--- src/rtl/lcd_write_arbiter.sv ---
// lcd_write_arbiter: shares an HD44780-style character LCD between two
// character-write requesters once the initializer is done. Each grant issues
// a Set-DDRAM-Address command followed by a data write. All bus timing is
// produced by one counter, and RW is tied low, so the busy flag is never read.
//
// Handshake: req[i] is a level request. The requester holds req[i] and its
// addr/char steady until the grant edge. The block captures addr/char at the
// grant and pulses ack[i] for exactly one cycle when that write completes. If
// init_done falls mid-transfer the write is dropped without an ack; the
// requester re-serves it simply by keeping req[i] high.
module lcd_write_arbiter #(
  parameter int E_HIGH_CYCLES   = 12,
  parameter int CMD_WAIT_CYCLES = 2500
) (
  input  logic       clk,
  input  logic       reset,
  input  logic       init_done,
  input  logic [1:0] req,
  input  logic [6:0] addr0,
  input  logic [7:0] char0,
  input  logic [6:0] addr1,
  input  logic [7:0] char1,
  output logic [1:0] ack,
  output logic       busy,
  output logic       lcd_rs,
  output logic       lcd_rw,
  output logic       lcd_e,
  output logic [7:0] lcd_data,
  output logic       lcd_oe
);

  localparam logic [2:0] IDLE       = 3'd0;
  localparam logic [2:0] ADDR_SETUP = 3'd1;
  localparam logic [2:0] ADDR_PULSE = 3'd2;
  localparam logic [2:0] ADDR_WAIT  = 3'd3;
  localparam logic [2:0] DATA_SETUP = 3'd4;
  localparam logic [2:0] DATA_PULSE = 3'd5;
  localparam logic [2:0] DATA_WAIT  = 3'd6;
  localparam logic [2:0] ACK        = 3'd7;

  // The counter only has to reach N-1 of the longer timed state.
  localparam int MAX_CYCLES = (E_HIGH_CYCLES > CMD_WAIT_CYCLES) ? E_HIGH_CYCLES : CMD_WAIT_CYCLES;
  localparam int CW         = (MAX_CYCLES < 2) ? 1 : $clog2(MAX_CYCLES);
  localparam logic [CW-1:0] E_LAST    = CW'(E_HIGH_CYCLES - 1);
  localparam logic [CW-1:0] WAIT_LAST = CW'(CMD_WAIT_CYCLES - 1);

  logic [2:0]    state_q, state_d;
  logic [CW-1:0] cnt_q, cnt_d;
  logic          last_grant_q, last_grant_d;
  logic [6:0]    addr_q, addr_d;
  logic [7:0]    char_q, char_d;
  logic          winner;

  // Next-state, arbitration and capture logic.
  always_comb begin
    state_d      = state_q;
    last_grant_d = last_grant_q;
    addr_d       = addr_q;
    char_d       = char_q;
    winner       = 1'b0;

    case (state_q)
      IDLE: begin
        if (init_done && (req != 2'b00)) begin
          // A lone request wins outright; a tie goes to the requester that
          // was not served last.
          if (req == 2'b01)      winner = 1'b0;
          else if (req == 2'b10) winner = 1'b1;
          else                   winner = ~last_grant_q;
          last_grant_d = winner;
          addr_d       = winner ? addr1 : addr0;
          char_d       = winner ? char1 : char0;
          state_d      = ADDR_SETUP;
        end
      end
      ADDR_SETUP: state_d = ADDR_PULSE;
      ADDR_PULSE: if (cnt_q == E_LAST)    state_d = ADDR_WAIT;
      ADDR_WAIT:  if (cnt_q == WAIT_LAST) state_d = DATA_SETUP;
      DATA_SETUP: state_d = DATA_PULSE;
      DATA_PULSE: if (cnt_q == E_LAST)    state_d = DATA_WAIT;
      DATA_WAIT:  if (cnt_q == WAIT_LAST) state_d = ACK;
      ACK:        state_d = IDLE;
      default:    state_d = IDLE;
    endcase

    // An initializer re-run takes the bus back immediately; last_grant keeps
    // its updated value so fairness is not disturbed.
    if (!init_done && (state_q != IDLE)) begin
      state_d = IDLE;
    end

    // One shared counter, restarted on every state change.
    if ((state_d != state_q) || (state_q == IDLE)) cnt_d = '0;
    else                                           cnt_d = cnt_q + 1'b1;
  end

  // State, counter and captured-request registers.
  always_ff @(posedge clk or posedge reset) begin
    if (reset) begin
      state_q      <= IDLE;
      cnt_q        <= '0;
      last_grant_q <= 1'b1;
      addr_q       <= '0;
      char_q       <= '0;
    end else begin
      state_q      <= state_d;
      cnt_q        <= cnt_d;
      last_grant_q <= last_grant_d;
      addr_q       <= addr_d;
      char_q       <= char_d;
    end
  end

  // Bus outputs decoded from the registered state, so an asynchronous reset
  // clears them at once.
  always_comb begin
    ack      = 2'b00;
    lcd_rs   = 1'b0;
    lcd_e    = 1'b0;
    lcd_data = 8'h00;
    lcd_oe   = 1'b0;
    case (state_q)
      ADDR_SETUP, ADDR_PULSE, ADDR_WAIT: begin
        lcd_data = {1'b1, addr_q};
        lcd_oe   = 1'b1;
        lcd_e    = (state_q == ADDR_PULSE);
      end
      DATA_SETUP, DATA_PULSE, DATA_WAIT: begin
        lcd_rs   = 1'b1;
        lcd_data = char_q;
        lcd_oe   = 1'b1;
        lcd_e    = (state_q == DATA_PULSE);
      end
      ACK: ack = last_grant_q ? 2'b10 : 2'b01;
      default: ;
    endcase
  end

  assign busy   = (state_q != IDLE);
  assign lcd_rw = 1'b0;

endmodule

--- config.mk ---
export PLATFORM = sky130hd
export DESIGN_NAME = lcd_write_arbiter
export DESIGN_NICKNAME = d
export VERILOG_FILES = /design/src/rtl/lcd_write_arbiter.sv
export SDC_FILE = /design/constraint.sdc
export NUM_CORES = 1
export LEC_CHECK = 0
export CELL_PAD_IN_SITES_DETAIL_PLACEMENT = 0
export CELL_PAD_IN_SITES_GLOBAL_PLACEMENT = 2
export CORE_AREA = 2 2 75 77
export DETAILED_ROUTE_END_ITERATION = 12
export DIE_AREA = 0 0 77 79
export DONT_BUFFER_PORTS = 1
export HOLD_SLACK_MARGIN = 0.08
export PLACE_DENSITY_LB_ADDON = 0.12
export SLEW_MARGIN = 25
export SYNTH_ARGS = -nofsm -noshare
export SYNTH_HDL_FRONTEND = slang
export SYNTH_SLANG_ARGS = --single-unit
--- constraint.sdc ---
create_clock -name clk -period 2.2 [get_ports clk]
set_input_delay 0.11 -clock clk [delete_from_list [all_inputs] [get_ports clk]]
set_output_delay 0.11 -clock clk [all_outputs]
set_load 0.01 [all_outputs]
After elaboration in Yosys (flattened, before gate mapping)
Cells that the tools add are included.
Widths: inputs -> output; s select.
{"block": "totals", "reg_bits": 31, "input_bits": 35, "output_inout_bits": 15, "word_cells": 50}
{"block": "classes", "addsub": 1, "n_eq_ne": 12, "muxes": 20, "bitwise_logic": 1, "n_reduce_logical": 11}
{"operator": "$pmux 3 s8", "n": 1}
{"operator": "$mux 3", "n": 6}
{"operator": "$pmux 8 s2", "n": 1}
{"operator": "$add 12x1->12 const B", "n": 1}
{"operator": "$eq 12x12->1 const B", "n": 1}
{"operator": "$eq 12x4->1 const B", "n": 1}
{"operator": "$eq 3x3->1 const B", "n": 4}
{"operator": "$mux 12", "n": 1}
{"operator": "$mux 8", "n": 1}
{"operator": "$mux 7", "n": 1}
{"operator": "$eq 3x2->1 const B", "n": 2}
{"operator": "$mux 1", "n": 6}
{"operator": "$reduce_or 3->1", "n": 2}
{"operator": "$reduce_or 6->1", "n": 1}
{"operator": "$mux 2", "n": 2}
{"operator": "$eq 3x1->1 const B", "n": 1}
{"operator": "$logic_not 3->1", "n": 1}
{"operator": "$ne 3x3->1", "n": 1}
{"operator": "$reduce_bool 3->1", "n": 1}
{"operator": "$eq 2x1->1 const B", "n": 1}
{"operator": "$eq 2x2->1 const B", "n": 1}
{"operator": "$logic_and 1x1->1", "n": 2}
{"operator": "$pmux 1 s2", "n": 1}
{"operator": "$reduce_and 2->1", "n": 1}
{"operator": "other kinds (4)", "n": 4}

Logic depth before layout (Yosys ltp)
Gate-level depths: netlist of the first run.
{"block": "logic_depth", "ltp_word": 8, "mapped_depth": 8}

Least setup slack after synthesis of the first run
No wires, ideal clock.
{"block": "synth_timing", "kind": "register to register", "start": "register cnt_q[7]", "end": "register cnt_q[0]", "t_arrival_ps": 1738, "setup_slack_ps": 337, "stages_incl_launch_ff": 7, "synth_period_minus_slack_ps": 1863, "path_cell_list": "dfrtp_1 > nor4_4 > nand4_1 > o311a_1 > a211oi_4 > buf_6 > nor3_1"}
{"block": "synth_between", "elab_chain_cells": 7}
{"item": "start: declaration", "line_no": "48", "source": "logic [CW-1:0] cnt_q, cnt_d;"}
{"item": "start signal: assignment", "line_no": "107", "source": "cnt_q <= cnt_d;"}
{"item": "$eq 12x12->1 / $eq 12x4->1 (equally long branches)"}
{"item": "$mux 3 (on tied branches)"}
{"item": "$pmux 3 s8 *", "line_no": "62", "source": "case (state_q)"}
{"item": "$mux 3 *", "line_no": "88", "source": "if (!init_done && (state_q != IDLE)) begin"}
{"item": "$ne 3x3->1 *", "line_no": "93", "source": "if ((state_d != state_q) || (state_q == IDLE)) cnt_d = '0;"}
{"item": "$logic_or 1x1->1 *", "line_no": "93"}
{"item": "$mux 12 *", "line_no": "93"}
{"item": "via cnt_d[0]", "line_no": "48"}
Mark *: on every way through the listed nets, which the timed path passes. The rest lies on a longest branch.
A chain may end at the register's enable or synchronous reset.

Final worst setup path of the first run
{"block": "layout_timing", "start": "register last_grant_q", "end": "register char_q[5]"}
{"block": "layout_between", "elab_chain_cells": 6}
{"item": "start: declaration", "line_no": "49", "source": "logic last_grant_q, last_grant_d;"}
{"item": "start signal: assignment", "line_no": "108", "source": "last_grant_q <= last_grant_d;"}
{"item": "$not 1->1", "line_no": "69", "source": "else winner = ~last_grant_q;"}
{"item": "$mux 1", "line_no": "68", "source": "else if (req == 2'b10) winner = 1'b1;"}
{"item": "$mux 1", "line_no": "67", "source": "if (req == 2'b01) winner = 1'b0;"}
{"item": "$mux 1", "line_no": "64", "source": "if (init_done && (req != 2'b00)) begin"}
{"item": "$mux 1", "line_no": "62"}
{"item": "$mux 8", "line_no": "72", "source": "char_d = winner ? char1 : char0;"}
{"item": "end signal: assignment", "line_no": "110", "source": "char_q <= char_d;"}
{"item": "end: declaration", "line_no": "51", "source": "logic [7:0] char_q, char_d;"}
No other way between the ends. The select of a mux whose other input is x is not followed.

==> results of run 1 <==
-- metrics by stage --
stage | worst slack (ns) | utilization [%] | cells | power, W | instance area, um^2
CTS | 0.112 | 45.2 | 323 | 0.00219 | 2410
global placement | 0.167 | 37.0 | 281 | 0.00154 | 1970
floorplan | 0.337 | - | 216 | 0.00140 | 1910
finish | 0.143 | 45.3 | 323 | 0.00216 | 2420
detailed placement | 0.128 | 37.0 | 281 | 0.00156 | 1970
global route | 0.0225 | 45.3 | 323 | 0.00234 | 2420
-- worst max-delay path: cells and delay by family (launching register included) --
family | cells | cell delay, ns
mux | 1 | 0.23
compound gates | 2 | 0.19
flops | 1 | 0.58
simple gates | 1 | 0.06
buf+inv | 2 | 0.86
-- power by group through the flow --
stage                     Clock [W]  Sequential (W)  Combinational, W
final                      0.000497        0.000828          0.000834
after floorplan                   0        0.000818          0.000579
after detailed placement          0        0.000839          0.000724
after global placement            0        0.000830          0.000710
after CTS                  0.000517        0.000828          0.000841
after global routing       0.000545        0.000851          0.000944
-- area by class of cell --
class                   instances  area share (%)
clock buffers                   8            4.14
inverters                       4           0.620
multi-input cells             164            41.7
flip-flops and latches         31            32.1
well taps                      72            3.72
repair buffers                 44            17.7
-- path summary, 6_finish.rpt --
kind | from | end | slack (ns) | depth (start not counted)
worst max-delay path | last_grant_q | char_q[5] | 0.14 | 6
worst min-delay path | init_done | state_q[0] | 0.16 | 3
worst max register to register | last_grant_q | char_q[5] | 0.14 | 6
worst min register to register | char_q[6] | char_q[6] | 0.48 | 2
max in group asynchronous | reset | last_grant_q | 1.50 | 3
min in group asynchronous | reset | cnt_q[6] | 0.38 | 3
-- metal layers --
metal | part of all wire [%] | vias up
met4 | 0.97 | 0
met3 | 5.0 | 5
met2 | 51 | 50
met5 | 0 | -
li1 | - | 826
met1 | 43 | 812
-- sequential cells by signal (all words and copies together) (netlist names) --
| signal | flops |
|---|---|
| addr_q | 7 |
| char_q | 8 |
| cnt_q | 12 |
| last_grant_q | 1 |
| state_q | 3 |
-- cell families after synthesis --
family,after synthesis,share of synthesized area [%]
and+or+nand+nor,90,23.9
AOI/OAI and AO/OA,46,14.5
other,1,0.196
buffers and inverters,21,7.13
xor gates and xnor gates,10,4.58
adders and majority gates,1,0.654
muxes,16,8.37
DFF,31,40.6
-- repair_timing --
item	4_1_cts	5_1_grt
hold endpoints to repair	49	0
hold buffers	34	0
gates resized for setup	0	1
buffers inserted	0	0
setup endpoints to repair	0	12
-- cells in the final DEF (no fill, tap or decap), types with 4 or more instances in the layout --
master and instances:
dfrtp_1 30, xor2_1 6, dlygate4sd3_1 34, a21oi_1 8, nor2_1 9, xnor2_1 4, nor3_1 14, nand4_1 5
buf_4 9, o21ai_0 25, nand3_1 11, inv_1 4, mux2i_1 16, clkbuf_8 7, nand2_1 33
==> results by group, run 1 <==
Timing
  • Final period util: 93.5%
  • Largest clock skew in the final design: between 0.006 and 0.007 ns
  • Maximum achievable frequency: around 0.5 GHz
  • Hold violation total from the final report: 0
  • RSZ-0062 raised after global routing: no
  • Clock period minus final worst setup slack: 2.06 ns
  • Hold WS: 0.161 ns
  • Summed negative setup slack over all endpoints: 0 ns
  • Slew Viols, Final: 0
  • Setup-violating endpoint count in the final report: 0

Global routing
  • Number of antenna violations at the first check in global routing: 0
  • Global-route track usage on met1: a little over 20%
  • Maximum number of pins on one net before global-route repair: 33
  • Total congestion overflow after global routing: 0
  • Global route hottest layer: met2
  • Wire length of the first global-routing pass: just over 8 mm
  • Vias in the first global route: between 1500 and 2000
  • Met3 usage in global routing: under 10%
  • Total GRT Usage: between 10% and 20%
  • Global Route met2 Usage: a little under a third

Pwr
  • Psw: 0.000778 W
  • Clock Power Share: between 20% and 30%
  • Sw Share: 36.0%
  • Proportion of power drawn by flip-flops and latches: approximately two fifths
  • Internal Pwr Total: 0.00138 W
  • Leakage power figure: about 1.0 nW
  • Combinational share of power: 38.6%
  • Cell Pwr Density: just under 900 nW/um^2
  • IR drop worst, VDD: around 400 uV

Detailed routing
  • 1st-iter DRT viols: 87
  • Via count of the routed design: about 1700
  • Pre-antenna DRT Iters: 4
  • Final wirelength: between 4 and 5 mm
  • Vias per Instance: approximately 5.2
  • Remaining design rule violation count: 0
  • Average wire length per cell after detail routing: 15.0 um
  • Post-detailed-route count of antenna-violating nets: 0

Yosys
  • Dominant register cell in the synthesized netlist: dfrtp_1
  • Top cell type's share of synthesized area: roughly 39%
  • Cell with the most instances after synthesis: nand2_1
  • Largest cells by area after synthesis: dfrtp_1 39%, mux2i_1 8.4%, o21ai_0 6.5%, nand2_1 6.5%, nor3_1 3.7%
  • Proportion of synthesized flip-flops having asynchronous set or reset: 100%
  • Total nets after synthesis: around 250
  • Ys Warns: 0
  • Count of different cell masters after synthesis: 41
  • Most common library cells after synthesis: 33 x nand2_1, 30 x dfrtp_1, 25 x o21ai_0, 16 x mux2i_1, 14 x nor3_1
  • Post-synthesis instance area: approximately 1900 um^2
  • Post-Syn Instances: 216
  • Cell type with the largest total area after synthesis: dfrtp_1
  • Count of flip-flops with a built-in enable after synthesis: 0
  • Sequential-to-total area share from yosys stat: between 40% and 50%
  • Average size of a mapped cell: between 8 and 9 um^2
  • Number of flip-flops and latches in the synthesized netlist: 31

Run status
  • Result of the run: completed

Finish
  • Layout Area Growth over Synthesis: 26.5%
  • Area of combinational cells with multiple inputs: between 1000 and 1500 um^2
  • Number of antenna repair diodes: 0
  • Nets: ~290
  • Register Area: 777 um^2
  • Fill cell instance count of the final layout: about 570
  • Fraction of layout cells with a size suffix above 1: about 11%

Clock tree
  • Insertion delay to the later sink of the worst-skew pair: ~0.28 ns
  • Clock Tree Root: clkbuf_8
  • Total CTS buffers: 5
  • Number of buffers on the longest clock path: 2
  • Clock tree from TritonCTS: yes
  • Clk slew on worst S/H paths: 0.07 ns
  • Clock tree sinks: 31
  • Htree depth: 2

Critical path
  • Critical path type: reg2reg
  • Max stage delay on crit path: a little under 0.6 ns
  • CP cell instances: nor2_1 -> o21ai_2 -> buf_4 -> mux2i_1 -> dlygate4sd3_1 -> o21ai_0
  • Worst path required time: ~2.4 ns
  • Endpoint kind of the worst setup timing path: flop
  • Critical-path cell with the highest stage delay: dfstp_2
  • Category of the worst setup path launch point: flop
  • Data arrival time at the worst-slack endpoint: between 2 and 2.5 ns
  • Top fanout value on the critical path: 15

Place
  • Placed wire-length estimate: between 3 and 4 mm
  • Buffers on Ports: 0
  • Routability-driven placement congestion ratio: approximately 0.81

Flow run
  • Maximum capacitance violations: 0

Die
  • Die Width: about 77 um
  • Io pins: 50
  • Number of standard-cell rows in the floorplan: 27
  • Area inside the core boundary: 5340 um^2
  • DIE AREA: 6080 um^2
  • Initial cell density of the core: between 30 and 40%
  • Die span in y: 79 um

Hold path
  • Path class of the lowest-slack min-delay path: in2reg
(Power assumes the default switching activity.)
==> inputs of run 2 (changes only) <==
--- a/config.mk
+++ b/config.mk
@@ -7,12 +7,13 @@
 export LEC_CHECK = 0
 export CELL_PAD_IN_SITES_DETAIL_PLACEMENT = 0
 export CELL_PAD_IN_SITES_GLOBAL_PLACEMENT = 2
-export CORE_AREA = 2 2 75 77
+export CORE_AREA = 4 4 77 79
 export DETAILED_ROUTE_END_ITERATION = 12
-export DIE_AREA = 0 0 77 79
+export DIE_AREA = 0 0 81 83
 export DONT_BUFFER_PORTS = 1
 export HOLD_SLACK_MARGIN = 0.08
-export PLACE_DENSITY_LB_ADDON = 0.12
+export MAX_ROUTING_LAYER = met4
+export PLACE_DENSITY = 0.79
 export SLEW_MARGIN = 25
 export SYNTH_ARGS = -nofsm -noshare
 export SYNTH_HDL_FRONTEND = slang
==> results by group, run 2 (synthesis gave the netlist of run 1 again) <==
Global routing
  • Total congestion overflow after global routing: 0 (unchanged)
  • Vias in the first global route: 1732 (-2.3%)
  • Total GRT Usage: 15.8% (-1.4 points)
  • Wire length of the first global-routing pass: 8.20 mm (-1.4%)
  • Maximum number of pins on one net before global-route repair: 33 (unchanged)
  • Number of antenna violations at the first check in global routing: 0 (unchanged)

Pwr
  • Internal Pwr Total: 0.00145 W (+4.8%)
  • Psw: 0.000774 W (-0.53%)
  • Cell Pwr Density: 917 nW/um^2 (+2.8%)
  • Leakage power figure: 1.05 nW (+0.40%)
  • Proportion of power drawn by flip-flops and latches: 37.2% (-1.1 points)
  • Sw Share: 34.8% (-1.2 points)
  • Clock Power Share: 26.4% (+3.4 points)
  • IR drop worst, VDD: 481 uV (+17%)
  • Combinational share of power: 36.5% (-2.1 points)

Critical path
  • Number of buffers and inverters on the critical path: 1 (-1)
  • Max stage delay on crit path: 0.42 ns (-0.16 ns)
  • Cell type group with the largest total delay on the critical path: simple AND/OR/NAND/NOR gates
  • Data arrival time at the worst-slack endpoint: 2.20 ns (about the same)
  • Top fanout value on the critical path: 12 (-3)
  • CP cell instances: nor4_1 -> nand4_1 -> o311a_1 -> a211oi_4 -> buf_4 -> nor3_1
  • Endpoint kind of the worst setup timing path: flop
  • Critical-path cell with the highest stage delay: dfrtp_1
  • Launch point of the worst path: cnt_q[4]
  • Worst path required time: 2.37 ns (+0.02 ns)
  • Beginning of the worst register-to-register path: cnt_q[4]
  • Critical path type: reg2reg
  • Category of the worst setup path launch point: flop

Run status
  • Result of the run: completed

Finish
  • Register bank with the most flops: cnt_q
  • Post-layout utilization of the core: 45.4% (+0.047 points)
  • Highest-count cells in the layout ignoring fill and taps: 34 x dlygate4sd3_1, 33 x nand2_1, 30 x dfrtp_1
  • Area of combinational cells with multiple inputs: 1000 um^2 (-0.62%)
  • Number of antenna repair diodes: 0 (unchanged)
  • Register Area: 777 um^2 (unchanged)
  • Largest registers: cnt_q: 12 flops, char_q: 8 flops, addr_q: 7 flops
  • Most common cell after layout, fill and taps aside: dlygate4sd3_1
  • Number of standard cells in the layout, taps in and fillers out: 323 (unchanged)
  • Fraction of layout cells with a size suffix above 1: 11.2% (unchanged)
  • Fill cell instance count of the final layout: 552 (-2.3%)
  • Nets: 286 (unchanged)
  • Layout Area Growth over Synthesis: 26.6%
  • Number of flip-flops in the largest register: 12 (unchanged)

Timing
  • Max transition margin: ~63%
  • Clock period minus final worst setup slack: 2.04 ns (-0.0193 ns)
  • RSZ-0062 raised after global routing: no
  • Slew Viols, Final: 0 (unchanged)
  • Setup-violating endpoint count in the final report: 0 (unchanged)
  • Largest clock skew in the final design: 0.00436 ns (-0.00221 ns)
  • Maximum achievable frequency: 0.491 GHz (+0.95%)
  • Final period util: 92.6% (-0.88 points)
  • Hold violation total from the final report: 0 (unchanged)
  • Summed negative setup slack over all endpoints: 0 ns (unchanged)
  • Slew @ Worst Pin: ~0.55 ns
  • Final worst setup slack: 0.162 ns (+0.0193 ns)

Place
  • Buffers on Ports: 0 (unchanged)
  • Cell total after placement: 280 (-0.36%)
  • Routability-driven placement congestion ratio: 0.772 (-4.7%)
  • Placed wire-length estimate: 3.16 mm (-3.4%)
  • Minimum setup slack after placement: 0.140 ns (+0.0122 ns)

Detailed routing
  • Via count of the routed design: 1656 (-2.2%)
  • Average wire length per cell after detail routing: 14.6 um (-2.2%)
  • 1st-iter DRT viols: 88 (+1.1%)
  • Remaining design rule violation count: 0 (unchanged)
  • Post-detailed-route count of antenna-violating nets: 0 (unchanged)
  • Final wirelength: 4.73 mm (-2.2%)
  • Pre-antenna DRT Iters: 4 (unchanged)
  • Vias per Instance: 5.13 (-2.2%)

Clock tree
  • Htree depth: 2 (unchanged)
  • Total CTS buffers: 5 (unchanged)
  • Clock Tree Root: clkbuf_8
  • Insertion delay to the later sink of the worst-skew pair: 0.28 ns (about the same)
  • Number of buffers on the longest clock path: 2 (unchanged)
  • Clock tree from TritonCTS: yes
  • Clock tree sinks: 31 (unchanged)
  • Clk slew on worst S/H paths: 0.06 ns (about the same)

Die
  • DIE AREA: 6720 um^2 (+11%)
  • Initial cell density of the core: 35.8% (unchanged)
  • Die span in y: 83 um (+5.1%)
  • Die Width: 81 um (+5.2%)
  • Number of standard-cell rows in the floorplan: 27 (unchanged)
  • Area inside the core boundary: 5340 um^2 (unchanged)
  • Io pins: 50 (unchanged)

Hold path
  • Hold Path Origin: init_done
  • Path class of the lowest-slack min-delay path: in2reg

Flow run
  • Maximum capacitance violations: 0 (unchanged)
-- run 2: power groups by stage --
stage	registers (W)	clock network, W	logic (W)
2_1_floorplan	0.000818	0	0.000579
3_5_place_dp	0.000840	0	0.000690
6_report	0.000826	0.000586	0.000810
3_3_place_gp	0.000837	0	0.000689
5_1_grt	0.000852	0.000637	0.000910
4_1_cts	0.000830	0.000600	0.000806
-- run 2: stage by stage --
stage	hold slack, ns	power (W)	instance area, um^2
2_1_floorplan	0.173	0.00140	1910
3_3_place_gp	0.0796	0.00153	1950
3_5_place_dp	0.0767	0.00153	1950
4_1_cts	0.164	0.00224	2410
5_1_grt	0.178	0.00240	2420
6_report	0.181	0.00222	2420
-- run 2: timing repair --
item | CTS | global route
gates resized for setup | 0 | 1
hold buffers | 34 | 0
hold endpoints to repair | 32 | 0
setup buffers | 0 | 1
endpoints found under the setup margin | 0 | 13
-- run 2: layer usage --
layer	GRT usage [%]	up-vias	part of all wire, %
met2	24.5	45	48
met1	19.6	777	45
met4	5.38	0	1.8
li1	-	824	-
met3	4.34	10	4.9
met5	-	-	0
-- run 2: path summary, 6_finish.rpt --
kind / slack, ns / to / cells past startpoint
max in group asynchronous: 1.17 / last_grant_q / 3
worst min-delay path: 0.18 / state_q[0] / 3
min in group asynchronous: 0.31 / addr_q[3] / 2
worst min register to register: 0.48 / char_q[6] / 2
worst max register to register: 0.16 / cnt_q[4] / 6
worst max-delay path: 0.16 / cnt_q[4] / 6
-- run 2: worst min-delay path: stages --
cell and delay, ns:
and4_1 0.16, o21bai_1 0.07, o311ai_1 0.08
-- run 2: layout make-up --
cell class	count	area share, %
multi-input cells	164	41.4
inverters	4	0.620
clock inverters	2	1.45
well taps	72	3.72
clock buffers	6	3.41
repair buffers	44	17.3
flip-flops and latches	31	32.1
